===== src/rtl/pipe_ctrl_pkg.sv =====
// Shared constants and types for the pipeline controller.
package pipe_ctrl_pkg;

    localparam logic Stop      = 1'b1;
    localparam logic NoStop    = 1'b0;
    localparam logic RstEnable = 1'b1;

    // Exception codes reported by the MEM stage
    localparam logic [31:0] EXC_NONE    = 32'h0000_0000;
    localparam logic [31:0] EXC_INT     = 32'h0000_0001;
    localparam logic [31:0] EXC_SYSCALL = 32'h0000_0008;
    localparam logic [31:0] EXC_INVALID = 32'h0000_000a;
    localparam logic [31:0] EXC_OVERFLOW = 32'h0000_000c;
    localparam logic [31:0] EXC_TRAP    = 32'h0000_000d;
    localparam logic [31:0] EXC_ERET    = 32'h0000_000e;

    // Nested stall vectors: bit0 pc .. bit5 wb
    localparam logic [5:0] STALL_NONE = 6'b000000;
    localparam logic [5:0] STALL_IF   = 6'b000011;
    localparam logic [5:0] STALL_ID   = 6'b000111;
    localparam logic [5:0] STALL_EX   = 6'b001111;
    localparam logic [5:0] STALL_ALL  = 6'b111111;

    typedef enum logic {
        RUN  = 1'b0,
        PEND = 1'b1
    } pc_state_e;

endpackage


===== src/rtl/pipe_ctrl_exc_vector_dec.sv =====
// Maps an exception code (and EPC for eret) to the redirect address.
module exc_vector_dec
    import pipe_ctrl_pkg::*;
#(
    parameter logic [31:0] INT_VECTOR = 32'h0000_0020,
    parameter logic [31:0] EXC_VECTOR = 32'h0000_0040
) (
    input  logic [31:0] exc_type,
    input  logic [31:0] epc,
    output logic [31:0] new_pc
);

    // Decode: interrupts and eret are special, everything else nonzero goes to the common vector
    always_comb begin
        new_pc = 32'h0;
        case (exc_type)
            EXC_NONE: new_pc = 32'h0;
            EXC_INT:  new_pc = INT_VECTOR;
            EXC_ERET: new_pc = epc;
            default:  new_pc = EXC_VECTOR;
        endcase
    end

endmodule


===== src/rtl/pipe_ctrl.sv =====
// Pipeline controller: merges stall requests, turns MEM exceptions into a
// one-cycle flush plus redirect, and defers exceptions behind an in-flight fetch.
module pipe_ctrl
    import pipe_ctrl_pkg::*;
#(
    parameter logic [31:0] INT_VECTOR = 32'h0000_0020,
    parameter logic [31:0] EXC_VECTOR = 32'h0000_0040
) (
    input  logic        clk,
    input  logic        rst,
    input  logic        stallreq_if,
    input  logic        stallreq_id,
    input  logic        stallreq_ex,
    input  logic [31:0] excepttype,
    input  logic [31:0] cp0_epc,
    output logic [5:0]  stall,
    output logic        flush,
    output logic [31:0] new_pc,
    output logic [31:0] stall_cycles
);

    pc_state_e   state_q, state_d;
    logic [31:0] pend_type_q, pend_type_d;
    logic [31:0] pend_epc_q, pend_epc_d;
    logic [31:0] stall_cycles_q, stall_cycles_d;
    logic [31:0] live_pc, pend_pc;

    // Live path decodes the MEM stage inputs; pend path decodes the latched exception
    exc_vector_dec #(.INT_VECTOR(INT_VECTOR), .EXC_VECTOR(EXC_VECTOR)) u_dec_live (
        .exc_type (excepttype),
        .epc      (cp0_epc),
        .new_pc   (live_pc)
    );

    exc_vector_dec #(.INT_VECTOR(INT_VECTOR), .EXC_VECTOR(EXC_VECTOR)) u_dec_pend (
        .exc_type (pend_type_q),
        .epc      (pend_epc_q),
        .new_pc   (pend_pc)
    );

    // Next-state and outputs; the fetch bus cannot be aborted so it alone defers a flush
    always_comb begin
        state_d     = state_q;
        pend_type_d = pend_type_q;
        pend_epc_d  = pend_epc_q;
        stall       = STALL_NONE;
        flush       = 1'b0;
        new_pc      = 32'h0;
        if (rst != RstEnable) begin
            case (state_q)
                RUN: begin
                    if (excepttype != EXC_NONE) begin
                        if (stallreq_if) begin
                            // Freeze everything, keeping the excepting instruction in MEM
                            stall       = STALL_ALL;
                            pend_type_d = excepttype;
                            pend_epc_d  = cp0_epc;
                            state_d     = PEND;
                        end else begin
                            flush  = 1'b1;
                            new_pc = live_pc;
                        end
                    end else begin
                        if (stallreq_if) stall = stall | STALL_IF;
                        if (stallreq_id) stall = stall | STALL_ID;
                        if (stallreq_ex) stall = stall | STALL_EX;
                    end
                end
                PEND: begin
                    if (stallreq_if) begin
                        stall = STALL_ALL;
                    end else begin
                        flush       = 1'b1;
                        new_pc      = pend_pc;
                        pend_type_d = 32'h0;
                        pend_epc_d  = 32'h0;
                        state_d     = RUN;
                    end
                end
                default: state_d = RUN;
            endcase
        end
    end

    // Stalled-cycle counter, wraps naturally at 32 bits
    always_comb begin
        stall_cycles_d = stall_cycles_q;
        if (stall[0] == Stop) stall_cycles_d = stall_cycles_q + 32'd1;
    end

    // State, pending-exception latches and counter registers
    always_ff @(posedge clk) begin
        if (rst == RstEnable) begin
            state_q        <= RUN;
            pend_type_q    <= 32'h0;
            pend_epc_q     <= 32'h0;
            stall_cycles_q <= 32'h0;
        end else begin
            state_q        <= state_d;
            pend_type_q    <= pend_type_d;
            pend_epc_q     <= pend_epc_d;
            stall_cycles_q <= stall_cycles_d;
        end
    end

    assign stall_cycles = stall_cycles_q;

endmodule


===== config.mk =====
export PLATFORM = sky130hd
export DESIGN_NAME = pipe_ctrl
export DESIGN_NICKNAME = d
export VERILOG_FILES = /design/src/rtl/pipe_ctrl_pkg.sv /design/src/rtl/pipe_ctrl_exc_vector_dec.sv /design/src/rtl/pipe_ctrl.sv
export SDC_FILE = /design/constraint.sdc
export NUM_CORES = 1
export LEC_CHECK = 0
export BUFFER_PORTS_ARGS = -buffer_cell sky130_fd_sc_hd__buf_2
export CAP_MARGIN = 20
export CORE_MARGIN = 2
export CORE_UTILIZATION = 45
export DETAILED_ROUTE_END_ITERATION = 7
export PLACE_DENSITY = 0.73
export REMOVE_ABC_BUFFERS = 1
export SLEW_MARGIN = 25
export SYNTH_ARGS = -nofsm -noshare
export SYNTH_HDL_FRONTEND = slang
export SYNTH_SLANG_ARGS = --single-unit

===== constraint.sdc =====
create_clock -name clk -period 2.1 [get_ports clk]
set_input_delay 0.42 -clock clk [delete_from_list [all_inputs] [get_ports clk]]
set_output_delay 0.42 -clock clk [all_outputs]
set_load 0.05 [all_outputs]

# == Yosys cells after proc, flatten, opt, wreduce, memory -nomap -nowiden ==
# Index checks and enable logic that the tools add are counted.
# Widths: inputs -> output; s select.
# word_totals
out_inout_bits,71
elab_cells,45
input_bits,69
ff_bits,97
# classes
add_sub_neg,1
bitwise_logic,1
n_eq_ne,7
reduce_logical,4
n_mux,28
# op_table
operator,count
$mux 32,9
$pmux 32 s2,3
$pmux 32 s3,2
$eq 32x1->1 const B,2
$eq 32x4->1 const B,2
$logic_not 32->1,2
$add 32x1->32 const B,1
$reduce_bool 32->1,1
$mux 6,3
$pmux 6 s2,1
$ne 2x2->1 const B,3
$mux 1,5
$mux 4,1
$pmux 1 s2,2
$mux 3,1
$reduce_and 3->1,1
$mux 2,1
$not 1->1,1

# == Depth between registers and ports, before layout ==
# depth
depth_word,6
ltp_mapped,8
depth_no_buf,5

# == Modules after synthesis ==
# From an unflattened synthesis, not the netlist that was laid out.
# unflattened
cells_unflattened,756
hier_area_um2,5331.4
# modules_own_cells
mod,instances,seq_area_each_um2,cells_per_inst,area_each_um2
pipe_ctrl,1,1941.9,588,4535.6
exc_vector_dec,2,0.0,84,397.9

# == Least setup slack after synthesis ==
# No wires, ideal clock.
# synth_path
kind,in2out
start,in rst
end,out new_pc[6]
required_ps,1680
stages,4
n_path_buf,3
slack_ps,-1717
t_arrival_ps,3397
path_cell_list,clkbuf_1 -> clkbuf_1 -> clkbuf_1 -> a2111oi_0
# synth_via
elab_chain_len,1
# synth_rtl
item,line,text
"start, declared",pipe_ctrl.sv:10,"input logic rst,"
$mux 32,pipe_ctrl.sv:49,if (rst != RstEnable) begin
"end, declared",pipe_ctrl.sv:18,"output logic [31:0] new_pc,"
# No other way between the ends.

# == Worst setup path in the final report ==
# layout_path
start,reg pend_type_q[14]
end,out new_pc[15]
# layout_via
elab_chain_len,5
word_cells_on_any_way,7
classes_between,eq/ne (2); mux (4); reduce/logical (1)
# layout_rtl
item,line,text
"start, declared",pipe_ctrl.sv:23,"logic [31:0] pend_type_q, pend_type_d;"
"start signal, assigned",pipe_ctrl.sv:100,pend_type_q <= pend_type_d;
$eq 32x4->1 (tied with other cells),pipe_ctrl_exc_vector_dec.sv:16,case (exc_type)
$pmux 32 s3 *,pipe_ctrl_exc_vector_dec.sv:16,
$mux 32 *,pipe_ctrl.sv:70,if (stallreq_if) begin
$pmux 32 s2 *,pipe_ctrl.sv:50,case (state_q)
$mux 32 *,pipe_ctrl.sv:49,
# Mark *: on every way between the ends. The rest lies on a longest branch, timed or not.

==> reports/summary.log <==
[synth] Compound-Gate Fraction of Synth Area 0.182
[sta] final clock skew 0.0159 ns
[critical_path] Worst path top cell family by delay simple AND/OR/NAND/NOR gates
[hold_path] worst min path class input pin to flop
[critical_path] WP depth 8
[synth] Seq/Total Area, Yosys 0.393
[cells_and_area] commonest non-fill, non-tap cells in the layout dfxtp_1, buf_2, nand2_1, nand3_1, nor2_1
[global_routing] overall routing resource usage 0.252
[synth] post-synthesis share of cell area spent on and, or, nand and nor gates 0.292
[critical_path] Worst setup SP type flop
[synth] largest area contributor in the synthesized netlist dfxtp_1
[synth] count of distinct cell types in the synthesized netlist 45
[detailed_routing] average via count per standard cell 5.76
[clock_network] H-Tree Depth 3
[critical_path] Critical-path top delay cell dfxtp_1
[synth] combined area of all synthesized cells 4940 um^2
[detailed_routing] Post-DRT Antenna Nets 0
[hold_path] worst-case hold path end point pend_type_q[21]$_SDFFE_PP0P_
[floorplanning] core area 10,800 um^2
[synth] Yosys reg bits 97
[floorplanning] Die X 109 um
[synth] area share of the largest cell type after synthesis 0.393
[critical_path] critical-path cell list nor4_4 -> nand3_2 -> nor4_4 -> buf_6 -> buf_16 -> a22oi_1 -> nor2_1 -> buf_6
[critical_path] delay of the slowest critical-path stage 0.36 ns
[cells_and_area] Total Nets Final 880
[clock_network] Clock Sink Count 97
[placement] placed instance area 6220 um^2
[clock_network] clock-pin transition on the worst setup and hold timing paths 0.11 ns
[global_routing] global-route wire length before repair 24.0 mm
[synth] Avg Cell Area, Syn 7.83 um^2
[detailed_routing] DRT Pass-1 Iters 5
[critical_path] R2R depth 8
[clock_network] hold buffers post-CTS 0
[detailed_routing] total routed wirelength 16.4 mm
[placement] post-detailed-placement half-perimeter wirelength 9.69 mm
[cells_and_area] final non-filler cell total 956
[synth] share of flip-flops with an asynchronous set or reset 0
[detailed_routing] drt initial violations 468
[sta] max_slew headroom 0.612
[critical_path] worst reg2reg path startpoint state_q$_SDFF_PP0_
[clock_network] clock root buffer clkbuf_8
[cells_and_area] final core utilization 0.712
[critical_path] destination of the worst register-to-register timing path stall_cycles[12]$_SDFFE_PP0P_
[sta] final critical-path required period 2.63 ns
[cells_and_area] final standard cell area without fillers 7680 um^2
[detailed_routing] final routed DRC violation total 0
[detailed_routing] routed via count 5,510
[sta] endpoints failing hold 0
[critical_path] number of buffers and inverters on the critical path 3
[floorplanning] ports placed on the boundary 140
[critical_path] largest fanout on the critical path 7
[cells_and_area] area growth from synthesis to layout 55.6%
[synth] post-synthesis instance total 630
[critical_path] FF-to-FF setup slack -0.02 ns
[placement] Post-Place Cells 924
[sta] RSZ-0062 raised after global routing true
[placement] Routability Congestion 0.829
[clock_network] CTS Buffer Depth 2
[sta] setup slack of the critical path after layout -0.527 ns
[cells_and_area] most common cell after layout, fill and taps aside dfxtp_1
[synth] cell types with the largest area share after synthesis dfxtp_1, nand3_1, a21oi_1
[global_routing] number of global-route vias before repair 5,109
[outcome] violations in the final reports negative setup slack
[floorplanning] height of the die 109 um
[global_routing] pin count of the biggest net entering global routing 88
[clock_network] TritonCTS clock tree built
[critical_path] type of element capturing the critical path primary output
[outcome] run status finished, violations left
[global_routing] antenna violations before repair 1
[power_and_ir_drop] leakage power summed over all cells 0.00303 uW
[hold_path] worst min-delay path startpoint excepttype[21]
[floorplanning] die footprint 11,800 um^2
[synth] arithmetic-cell share of the synthesized area counting full adders, half adders and majority gates 0.00253
[hold_path] number of cells on the worst hold path 3
[synth] largest family of logic cells by synthesized area simple AND/OR/NAND/NOR gates
[sta] final worst-path cycle share 1.25
[power_and_ir_drop] worst voltage drop across the vdd grid 0.411 mV
[sta] post-route worst hold slack 0.268 ns
[global_routing] global route overflow 0
[clock_network] clock insertion delay at the later pin of the skew report 0.38 ns
[flow_run] MaxCap Viol Count 0
[critical_path] Worst Path Arrival 2.21 ns
[cells_and_area] share of final-layout standard cells stronger than drive strength 1 0.437
[critical_path] worst setup path start pend_type_q[14]$_SDFFE_PP0P_
[synth] ys flop type dfxtp_1
[synth] count of flip-flops with a built-in enable after synthesis 0
[synth] synthesis warning total 0
[sta] Slew Limit Fails 0
[critical_path] kind of critical path flop to primary output
[placement] number of buffer cells added on primary ports 139
[synth] mux contribution to synthesized area 0.0700
[floorplanning] number of placement rows 38
[clock_network] total clock buffers created by CTS 9
[sta] Max Clock Freq 381 MHz
[synth] xor/xnor share of the synthesized area 0.00177
[sta] Tightest Pin Transition 0.582 ns
[detailed_routing] detailed-route wire length per cell 17.1 um
[sta] # setup viols final 62
[floorplanning] Initial Utilization 0.457
[critical_path] required time of the worst setup path 1.68 ns
[power_and_ir_drop] Pwr Density 502 nW/um^2
[worst reg2reg max path, delay by kind of cell, from the launching register on]
| kind | cells | cell delay [ns] |
|---|---|---|
| buffers and inverters | 4 | 0.53 |
| and+or+nand+nor | 2 | 0.47 |
| DFF | 1 | 0.37 |
| muxes | 1 | 0.36 |
| AOI/OAI and AO/OA | 1 | 0.29 |
[kinds of logic after synthesis]
| group | Yosys count |
|---|---|
| AND/OR/NAND/NOR | 296 |
| buffers and inverters | 69 |
| adder cells (fa/ha/maj) | 1 |
| AO/OA/AOI/OAI | 135 |
| XOR/XNOR | 1 |
| multiplexers | 31 |
| flip-flops | 97 |
[layout make-up]
| type | count | area (um^2) |
|---|---|---|
| antenna | 1 | 2.50 |
| clock buffer | 9 | 124 |
| clock inverter | 7 | 87.6 |
| fill | 783 | 3110 |
| inverter | 14 | 55.1 |
| multi-input combinational | 464 | 3400 |
| sequential | 97 | 1950 |
| tap | 140 | 175 |
| timing repair buffer | 224 | 1890 |
[Yosys cell counts, types with 3 or more instances]
cell / number
clkbuf_1: 43
mux2i_1: 3
inv_1: 12
and3_1: 3
nor4_1: 17
mux2_2: 26
nor2b_1: 24
nand4_1: 5
buf_2: 9
dfxtp_1: 97
nor2_1: 73
nor3_1: 12
a21oi_1: 65
a22oi_1: 30
nand2_1: 79
a2111oi_0: 8
nand3_1: 70
a211oi_1: 19
[sequential cells by signal, indices dropped and copies added (netlist names)]
signal / count
stall_cycles: 32
pend_type_q: 32
pend_epc_q: 32
state_q: 1
[layer usage]
metal	track usage	routed length, um	part of all wire	up-vias
li1	-	-	-	2613
met1	0.305	6400	0.39	2655
met4	0.119	505	0.031	0
met3	0.0389	757	0.046	43
met5	0	0	0	-
met2	0.438	8730	0.53	199
[timing repair]
item	in CTS	in global routing
endpoints found under the hold margin	0	0
setup buffers	5	7
cloned	3	2
pin swaps	23	55
resized for setup	139	101
setup endpoints to repair	62	65
[how the worst max path moves through the flow]
stage | slack, ns | to
6_report | -0.53 | new_pc[15]
5_1_grt | -0.65 | new_pc[15]
4_1_cts | -0.56 | new_pc[9]
3_5_place_dp | -0.67 | new_pc[9]
3_3_place_gp | -0.63 | new_pc[9]
2_1_floorplan | -2.43 | new_pc[0]
[per-stage QoR]
stage	power (uW)	setup slack, ns	TNS, ns
finish	3860	-0.527	-20.60
global route	4030	-0.651	-26.61
CTS	3820	-0.564	-17.73
detailed placement	2480	-0.665	-42.79
global placement	2460	-0.634	-42.16
floorplan	2210	-2.43	-180.12
[power breakdown]
| group | total [uW] | internal [uW] | switching, uW |
|---|---|---|---|
| sequential | 1960 | 1910 | 53.2 |
| clock | 1300 | 575 | 727 |
| combinational | 589 | 238 | 351 |
| total | 3860 | 2720 | 1130 |
Note: power is estimated with default switching activity, not from simulation.
